==> config.mk <==
export PLATFORM = sky130hd
export DESIGN_NAME = uc_seq
export DESIGN_NICKNAME = d
export VERILOG_FILES = /design/src/rtl/uc_seq.sv
export SDC_FILE = /design/constraint.sdc
export NUM_CORES = 1
export LEC_CHECK = 0
export CAP_MARGIN = 10
export CORE_UTILIZATION = 45
export DETAILED_ROUTE_END_ITERATION = 8
export PLACE_DENSITY = 0.79
export SLEW_MARGIN = 10
export SYNTH_ARGS = -nofsm -noshare
export SYNTH_HDL_FRONTEND = slang
export SYNTH_SLANG_ARGS = --single-unit
==> constraint.sdc <==
create_clock -name clk -period 2.2 [get_ports clk]
set_input_delay 0.33 -clock clk [delete_from_list [all_inputs] [get_ports clk]]
set_output_delay 0.33 -clock clk [all_outputs]
set_load 0.03 [all_outputs]
==> src/rtl/uc_seq.sv <==
// Sequencing control for the single-cycle microcontroller datapath: opcode decode,
// run/halt/single-step execution gating and a retired-instruction counter.
module uc_seq #(
    parameter int CNT_W = 16
) (
    input  logic             clk,
    input  logic             reset,
    input  logic [5:0]       opcode,
    input  logic             z,
    input  logic             run,
    input  logic             stop,
    input  logic             step,
    output logic             s_abs,
    output logic             s_inc,
    output logic             s_inm,
    output logic             we3,
    output logic             wez,
    output logic [2:0]       op,
    output logic             dp_en,
    output logic             halted,
    output logic             err,
    output logic [CNT_W-1:0] icount
);

    typedef enum logic [1:0] {
        IDLE = 2'd0,
        RUN  = 2'd1,
        HALT = 2'd2,
        ERR  = 2'd3
    } state_t;

    state_t           state;
    state_t           state_next;
    logic             step_q;
    logic             step_edge;
    logic             exec;
    logic             nop_force;
    logic             legal;
    logic             is_halt;
    logic             d_abs;
    logic             d_inc;
    logic             d_inm;
    logic             d_we3;
    logic             d_wez;
    logic [2:0]       d_op;
    logic             halted_q;
    logic             err_q;
    logic [CNT_W-1:0] cnt;

    assign step_edge = step & ~step_q;

    always_comb begin
        legal   = 1'b1;
        is_halt = 1'b0;
        d_abs   = 1'b0;
        d_inc   = 1'b0;
        d_inm   = 1'b0;
        d_we3   = 1'b0;
        d_wez   = 1'b0;
        d_op    = 3'd0;
        if (opcode[5]) begin
            d_op  = opcode[4:2];
            d_we3 = 1'b1;
            d_wez = 1'b1;
            d_inc = 1'b1;
        end else if (opcode[5:2] == 4'b0100) begin
            d_inm = 1'b1;
            d_we3 = 1'b1;
            d_inc = 1'b1;
        end else begin
            case (opcode)
                6'b000000: d_inc = 1'b1;
                6'b000001: d_abs = 1'b1;
                // Conditional branches fall through (PC+1) when not taken, else PC+offset
                6'b000010: d_inc = ~z;
                6'b000011: d_inc = z;
                6'b001111: is_halt = 1'b1;
                default:   legal = 1'b0;
            endcase
        end
    end

    always_comb begin
        state_next = state;
        exec       = 1'b0;
        nop_force  = 1'b0;
        case (state)
            IDLE: begin
                if ((run | step_edge) & ~legal) begin
                    state_next = ERR;
                end else if (run | step_edge) begin
                    // A HALT word executes as a halt: no retire, park in HALT
                    if (is_halt) begin
                        state_next = HALT;
                    end else begin
                        exec = 1'b1;
                        if (run) state_next = RUN;
                    end
                end
            end
            RUN: begin
                if (!legal) begin
                    state_next = ERR;
                end else if (stop) begin
                    state_next = IDLE;
                end else if (is_halt) begin
                    state_next = HALT;
                end else begin
                    exec = 1'b1;
                end
            end
            HALT: begin
                if (run) begin
                    exec       = 1'b1;
                    nop_force  = 1'b1;
                    state_next = RUN;
                end else if (step_edge) begin
                    exec      = 1'b1;
                    nop_force = 1'b1;
                end
            end
            default: begin
                state_next = ERR;
            end
        endcase
        // Asynchronous reset must silence the datapath enables immediately
        if (reset) exec = 1'b0;
    end

    always_comb begin
        s_abs = 1'b0;
        s_inc = 1'b1;
        s_inm = 1'b0;
        we3   = 1'b0;
        wez   = 1'b0;
        op    = 3'd0;
        dp_en = exec;
        if (exec && !nop_force) begin
            s_abs = d_abs;
            s_inc = d_inc;
            s_inm = d_inm;
            we3   = d_we3;
            wez   = d_wez;
            op    = d_op;
        end
    end

    always_ff @(posedge clk or posedge reset) begin
        if (reset) begin
            state    <= IDLE;
            step_q   <= 1'b0;
            halted_q <= 1'b1;
            err_q    <= 1'b0;
            cnt      <= '0;
        end else begin
            state    <= state_next;
            step_q   <= step;
            halted_q <= (state_next == IDLE) || (state_next == HALT);
            err_q    <= (state_next == ERR);
            if (exec) cnt <= cnt + 1'b1;
        end
    end

    assign halted = halted_q;
    assign err    = err_q;
    assign icount = cnt;

endmodule

# After elaboration in Yosys (flattened, before gate mapping)
# Cells that the tools add are included.
[classes] add_sub_neg=1 eq_ne=9 muxes=41 bitwise_logic=6 reduce_logical=7
[ops] operator="1-bit 2-to-1 mux" n=29
[ops] operator="16-bit by 1-bit adder with 16-bit output (second input constant)" n=1
[ops] operator="2-bit 2-to-1 mux" n=7
[ops] operator="6-bit by 2-bit equality test with 1-bit output (second input constant)" n=2
[ops] operator="2-bit equality test (second input constant)" n=3
[ops] operator="6-bit by 1-bit equality test with 1-bit output (second input constant)" n=1
[ops] operator="6-bit by 4-bit equality test with 1-bit output (second input constant)" n=1
[ops] operator="6-bit zero test" n=1
[ops] operator="3-bit 2-to-1 mux" n=2
[ops] operator="1-bit one-hot mux with 3 select lines" n=2
[ops] operator="2-bit one-hot mux with 3 select lines" n=1
[ops] operator="5-bit OR reduction" n=1
[ops] operator="4-bit by 3-bit equality test with 1-bit output (second input constant)" n=1
[ops] operator="2-bit zero test" n=2
[ops] operator="1-bit NOT" n=3
[ops] operator="1-bit AND" n=2
[ops] operator="2-bit by 1-bit equality test with 1-bit output (second input constant)" n=1
[ops] operator="1-bit logical AND" n=1
[ops] operator="1-bit zero test" n=1
[ops] operator="1-bit logical OR" n=1
[ops] operator="1-bit OR" n=1
[word_totals] ff_bits=21 output_inout_bits=27

# Logic depth before layout (Yosys ltp)
# Gate-level depths: netlist of run 1.
[logic_depth] word_depth=12 depth_mapped=5 mapped_depth_nobuf=5

# Least setup slack after synthesis of run 1
# Ideal clock, no wire load.
[synth_timing] path_kind="register to output" from="reg state[0]" to="out we3" arrival_ns=1.863 required_time_ns=1.870 setup_slack_ns=0.007 path_stages_with_launch=5 path_buffers=1 path_cell_list="dfrtp_1 -> nor2_2 -> a221oi_4 -> buf_4 -> nor3b_1"
[synth_via] elab_chain_cells=5 elab_cells_between_ends=9
[synth_lines] item="start, declared" line_no="32" source="state_t state;"
[synth_lines] item="start signal, assigned" line_no="156" source="state <= state_next;"
[synth_lines] item="2-bit equality test, or another cell as far along" line_no="87" source="case (state)"
[synth_lines] item="1-bit one-hot mux with 3 select lines or 1-bit 2-to-1 mux (tied branches)" line_no="87"
[synth_lines] item="1-bit 2-to-1 mux or 1-bit zero test (tied branches)" line_no="127, 138"
[synth_lines] item="1-bit logical AND (*)" line_no="138" source="if (exec && !nop_force) begin"
[synth_lines] item="1-bit 2-to-1 mux (*)" line_no="138"
[synth_lines] item="end, declared" line_no="16" source="output logic we3,"
# Mark *: on every way between the ends. The rest lies on a longest branch, timed or not.

# Final worst setup path of run 1
[layout_timing] from="in stop" to="out op[0]"
[layout_via] elab_chain_cells=6
[layout_lines] item="start, declared" line_no="11" source="input logic stop,"
[layout_lines] item="1-bit 2-to-1 mux" line_no="104" source="end else if (stop) begin"
[layout_lines] item="1-bit 2-to-1 mux" line_no="102" source="if (!legal) begin"
[layout_lines] item="1-bit one-hot mux with 3 select lines" line_no="87"
[layout_lines] item="1-bit 2-to-1 mux" line_no="127" source="if (reset) exec = 1'b0;"
[layout_lines] item="1-bit logical AND" line_no="138"
[layout_lines] item="3-bit 2-to-1 mux" line_no="138"
[layout_lines] item="end, declared" line_no="18" source="output logic [2:0] op,"
# Every way passes these cells.

==> results of run 1 <==
[logic make-up (layout without fill, tap and decap cells)]
family	after synthesis	after routing	share of synthesized area, %
xor gates and xnor gates	16	16	12.1
muxes	2	2	1.95
and+or+nand+nor	50	50	27.2
adders and majority gates	1	1	1.08
buffers and inverters	9	65	3.36
DFF	21	21	45.7
AOI/OAI and AO/OA	12	12	8.57
[critical path, cell delays in order]
cell and delay [ns]:
clkdlybuf4s50_1 0.47, a221oi_4 0.35, buf_6 0.15, and3b_2 0.23, and2_1 0.15, buf_6 0.13
[sequential cells by signal (all words and copies together), names as in the netlist]
register  cells
err           1
halted        1
icount       16
state         2
step_q        1
[Yosys cell counts (2+ instances only)]
| cell type | number |
|---|---|
| nor3b_1 | 3 |
| nand4_1 | 12 |
| xnor2_1 | 15 |
| and2_1 | 8 |
| nand2b_1 | 2 |
| nand2_1 | 4 |
| a21oi_1 | 2 |
| nor2_1 | 3 |
| o21ai_0 | 4 |
| dfrtp_1 | 20 |
| and3b_1 | 2 |
| nand3_1 | 3 |
| inv_1 | 6 |
| or2_2 | 2 |
| and3_1 | 5 |
| mux2_2 | 2 |
[power breakdown]
part / leakage [uW] / internal (uW) / switching (uW)
sequential: 0.000269 / 463 / 68.4
clock: 0.0000177 / 67.7 / 116
combinational: 0.000492 / 308 / 357
total: 0.000778 / 838 / 542
[stage by stage]
step                total power (uW)  setup TNS (ns)  setup slack, ns  area [sq um]  cells
floorplan                        915               0          0.00710          1150    111
global placement                1160          -0.743           -0.384          1640    188
detailed placement              1180           -1.02           -0.431          1640    188
CTS                             1390               0           0.0353          1710    195
global route                    1460               0           0.0165          1720    195
finish                          1380               0           0.0656          1720    195
[path summary, 6_finish.rpt]
path | start | to | slack [ns] | cells past startpoint
min | reset | step_q$_DFF_PP0_ | 0.28 | 2
max | stop | op[0] | 0.07 | 6
max reg2reg | step_q$_DFF_PP0_ | err$_DFF_PP0_ | 0.56 | 6
min reg2reg | icount[15]$_DFFE_PP0P_ | icount[15]$_DFFE_PP0P_ | 0.50 | 1
max in group asynchronous | reset | state[0]$_DFF_PP0_ | 1.47 | 3
min in group clk | step | step_q$_DFF_PP0_ | 0.28 | 1
[metal layers]
layer	share of wire (%)	up-vias	wire length [um]	track usage [%]
met2	50	34	1350	37.1
met1	45	497	1240	26.9
met5	0	-	0	0
li1	-	507	-	-
met4	0.44	0	12	6.14
met3	4.7	2	128	3.48
[final cells by class]
class                           count  area [sq um]  share of cell area (%)
Multi-Input combinational cell     81           604                    35.1
Sequential cell                    21           528                    30.6
Timing Repair Buffer               55           505                    29.3
Tap cell                           28          35.0                    2.03
Clock buffer                        3          22.5                    1.31
Inverter                            6          22.5                    1.31
Clock inverter                      1          5.00                   0.290
[timing repair]
item	4_1_cts	5_1_grt
endpoints found under the setup margin	6	4
pin swaps	4	2
endpoints found under the hold margin	0	0
buffers inserted	3	0
resized for setup	15	4
==> results.cfg, run 1 <==
[die]
die-area_sq_um = 2770
initial_utilization_pct = 49.8
dieWidth_um = 52.6
coreArea_sq_um = 2320
die_h_um = 52.6
ios = 39
rows = 17

[yosys]
synth_seq_cells = 21
syn_area_per_cell_sq_um = 10.4
dominantRegCellSynth = dfrtp_1
synth.distinct_cells = 34
synth_edf_count = 0
synthTopCellsByArea = dfrtp_1 (43%), xnor2_1 (11%), nand4_1 (6.5%)
yosysTopAreaCellShare_pct = 43.4
yosys.area.top_type = dfrtp_1
synth_area_sq_um = 1150
synth-seq-area-share_pct = 45.7
synth-async-reset-ratio_pct = 100
synth_warnings = 0
synthCells = 111
syn_nets = 124

[timing]
finClkSkew_ns = 0.0156
max_freq_ghz = 0.469
max_slew.worst_pin.slew_ns = 0.549
slew_viol_final = 0
holdWs_ns = 0.278
hold_violations = 0
relSlewSlack_pct = 63.3
min_period_over_period_pct = 97.0
min_period_ns = 2.13
rsz0062_at_grt = no
setup_viol = 0

[global_route]
grt_pass1_wl_um = 4330
grt_overflow_total = 0
grt_max_degree = 20
antenna_found_initial = 0
grt_pass1_vias = 985
track_usage_pct = 21.3

[worst_setup_path]
crit_type = in -> out
cp_max_fo = 4
cp.arrival_ns = 1.80
cp-start-kind = primary input
end_kind = output pin
required_ns = 1.87

[clocking]
htreeDepth = 1
numCtsBuffers = 3
cts.sinks = 21
clock_path_buffers = 2
cts_root_buffer = clkbuf_4
insertion_delay_ns = 0.31
cts_tree = yes
cts_hold_buf = 0
clkSlewWorstSetupHoldPaths_ns = 0.11

[drt]
drtIter0Drc = 23
wl_um = 2730
viasPerCell = 5.33
drt-pass1-iter-count = 5
vias = 1040
ant_nets = 0
wl_per_cell_um = 14.0
drc_errors = 0

[placed_design]
dp_hpwl_um = 2000
globalplace.congestion = 0.845
io_buffers = 38

[run_status]
status = finished clean

[layout]
nets = 181
filler_cell_count = 171
fin_util_pct = 74.3
antennaDiodeCount = 0
layout-drive-gt1-share_pct = 26.3
layout_commonest_cell = clkdlybuf4s50_1
area_delta_synth_final_pct = 49.3
final_cell_mix = clkdlybuf4s50_1 (27), buf_4 (21), dfrtp_1 (19), xnor2_1 (15), nand4_1 (12)

[power_and_ir_drop]
cellPowerDensity_nw_per_um2 = 801
ir_drop_v = 0.000897
leakage_uw = 0.000778

[hold_path]
hold_class = in -> async

[flow_run]
drv_cap = 0
Note: power is estimated with default switching activity, not from simulation.
==> inputs of run 2 (changes only) <==
--- a/config.mk
+++ b/config.mk
@@ -5,7 +5,7 @@
 export SDC_FILE = /design/constraint.sdc
 export NUM_CORES = 1
 export LEC_CHECK = 0
-export CAP_MARGIN = 10
+export CAP_MARGIN = 20
 export CORE_UTILIZATION = 45
 export DETAILED_ROUTE_END_ITERATION = 8
 export PLACE_DENSITY = 0.79
==> results of run 2 <==
The final DEF is identical to that of run 1; final timing and power are the same.
==> inputs of run 3 (changes only) <==
--- a/config.mk
+++ b/config.mk
@@ -6,9 +6,11 @@
 export NUM_CORES = 1
 export LEC_CHECK = 0
 export CAP_MARGIN = 20
-export CORE_UTILIZATION = 45
+export CORE_ASPECT_RATIO = 0.5
+export CORE_UTILIZATION = 40
+export CTS_CLUSTER_SIZE = 25
 export DETAILED_ROUTE_END_ITERATION = 8
-export PLACE_DENSITY = 0.79
+export PLACE_DENSITY = 0.72
 export SLEW_MARGIN = 10
 export SYNTH_ARGS = -nofsm -noshare
 export SYNTH_HDL_FRONTEND = slang
==> constraint.sdc (replaced) <==
create_clock -name clk -period 2 [get_ports clk]
set_input_delay 0.3 -clock clk [delete_from_list [all_inputs] [get_ports clk]]
set_output_delay 0.3 -clock clk [all_outputs]
set_load 0.03 [all_outputs]
==> run 3 against run 2 <==
Net effect: flip-flop and latch count unchanged; critical endpoint is now s_inc; routed wire length shrank 6.4%; sequential power grew 9.2%; first-iteration DRC count unchanged; the flow now finishes with violations (negative setup slack); worst setup slack lost 0.094 ns; worst hold slack lost 0.019 ns.
==> results.cfg, run 3 (synthesized netlist as in run 1, its figures left out) <==
[layout]
antennaDiodeCount = 0
final_cell_area_sq_um = 1820
nets = 187
final_cell_mix = clkdlybuf4s50_1 (26), buf_4 (26), dfrtp_1 (19), xnor2_1 (15), nand4_1 (12)
area_delta_synth_final_pct = 57.7
layout-drive-gt1-share_pct = 31.2
largest_reg_flops = 16

[worst_setup_path]
crit_type = reg -> out
rr_startpoint = state[0]$_DFF_PP0_
r2r_cells = 7
cp-start-kind = register
r2r_slack_ns = 0.36
required_ns = 1.70
end_kind = output pin
cp_max_fo = 5
timing.rr.end = icount[11]$_DFFE_PP0P_
cp.arrival_ns = 1.73

[placed_design]
placed_cell_area_sq_um = 1700
dp_hpwl_um = 1900
globalplace.congestion = 0.755
io_buffers = 38

[power_and_ir_drop]
p_comb_share_pct = 47.4
p_seq_share_pct = 35.9
internal_power_uw = 1010
leakage_uw = 0.000817
p_switching_uw = 606
cellPowerDensity_nw_per_um2 = 889
ir_drop_v = 0.000847
clock_power_share_pct = 16.8
p_sw_share_pct = 37.5

[timing]
max_slew.worst_pin.slew_ns = 0.492
relSlewSlack_pct = 67.1
rsz0062_at_grt = yes
min_period_over_period_pct = 101
hold_violations = 0
slew_viol_final = 0
setup_viol = 1
finClkSkew_ns = 0.00846
min_period_ns = 2.03
setup_slack_ns = -0.0285
max_freq_ghz = 0.493
holdWs_ns = 0.259

[hold_path]
hold_class = in -> async

[die]
dieWidth_um = 77.9
rows = 13
die_h_um = 40.0
coreArea_sq_um = 2670
initial_utilization_pct = 43.2
die-area_sq_um = 3120
ios = 39

[clocking]
htreeDepth = 1
cts_tree = yes
cts.sinks = 21
clock_path_buffers = 2
numCtsBuffers = 3
cts_hold_buf = 0
cts_root_buffer = clkbuf_8
clkSlewWorstSetupHoldPaths_ns = 0.08
insertion_delay_ns = 0.26

[drt]
vias = 1044
drt-pass1-iter-count = 4
viasPerCell = 4.97
wl_um = 2560
drtIter0Drc = 23
ant_nets = 0
drc_errors = 0
wl_per_cell_um = 12.2

[global_route]
grt_pass1_wl_um = 3820
track_usage_pct = 16.6
grt_pass1_vias = 885
antenna_found_initial = 0
grt_overflow_total = 0
grt_max_degree = 21

[run_status]
status = finished, violations left
violations = negative setup slack

[flow_run]
drv_cap = 0
[run 3: worst max path at each step]
stage	to	startpoint	cells after the start
6_report	s_inc	state[0]$_DFF_PP0_	5
5_1_grt	s_inc	state[0]$_DFF_PP0_	5
4_1_cts	s_inc	step_q$_DFF_PP0_	5
3_5_place_dp	s_inc	step	6
3_3_place_gp	s_inc	step	6
2_1_floorplan	op[0]	state[0]$_DFF_PP0_	4
[run 3: through the flow]
stage	power, uW	setup WS, ns	std cells	util (%)	setup TNS [ns]
2_1_floorplan	1010	0.0266	111	-	0
3_3_place_gp	1310	-0.538	203	63.9	-1.56
3_5_place_dp	1310	-0.562	203	63.9	-1.81
4_1_cts	1610	-0.0848	209	66.7	-0.0848
5_1_grt	1720	-0.0935	210	68.2	-0.202
6_report	1620	-0.0285	210	68.2	-0.0285
[run 3: layout make-up]
type	instances	area (sq um)
Fill cell	225	848
Multi-Input combinational cell	81	627
Timing Repair Buffer	61	549
Sequential cell	21	528
Tap cell	37	46.3
Clock buffer	3	41.3
Inverter	6	22.5
Clock inverter	1	5.00
[run 3: critical path, stage by stage (launching register included)]
cell and delay (ns):
dfrtp_2 0.44, nor2_4 0.06, a221oi_4 0.29, nand4bb_2 0.15, or3_4 0.38, buf_6 0.14
[run 3: what timing repair did]
item                                    4_1_cts  5_1_grt
buffers inserted                              2        1
resized for setup                            15        9
cloned                                        0        0
pin swaps                                     3        7
endpoints found under the setup margin        9        9
[run 3: layer usage]
metal  vias to the layer above  share of wire [%]  track usage [%]
li1                        519                  -                -
met1                       503                 49             21.1
met4                         0               0.74             4.17
met5                         -                  0                0
met2                        20                 47             29.6
met3                         2                3.2             4.09
[run 3: power groups by stage]
stage	registers [uW]	logic, uW	clock network [uW]
after floorplan	690	319	0
after global placement	583	726	0
after detailed placement	583	730	0
after CTS	577	750	282
after global routing	591	826	305
final	580	766	271
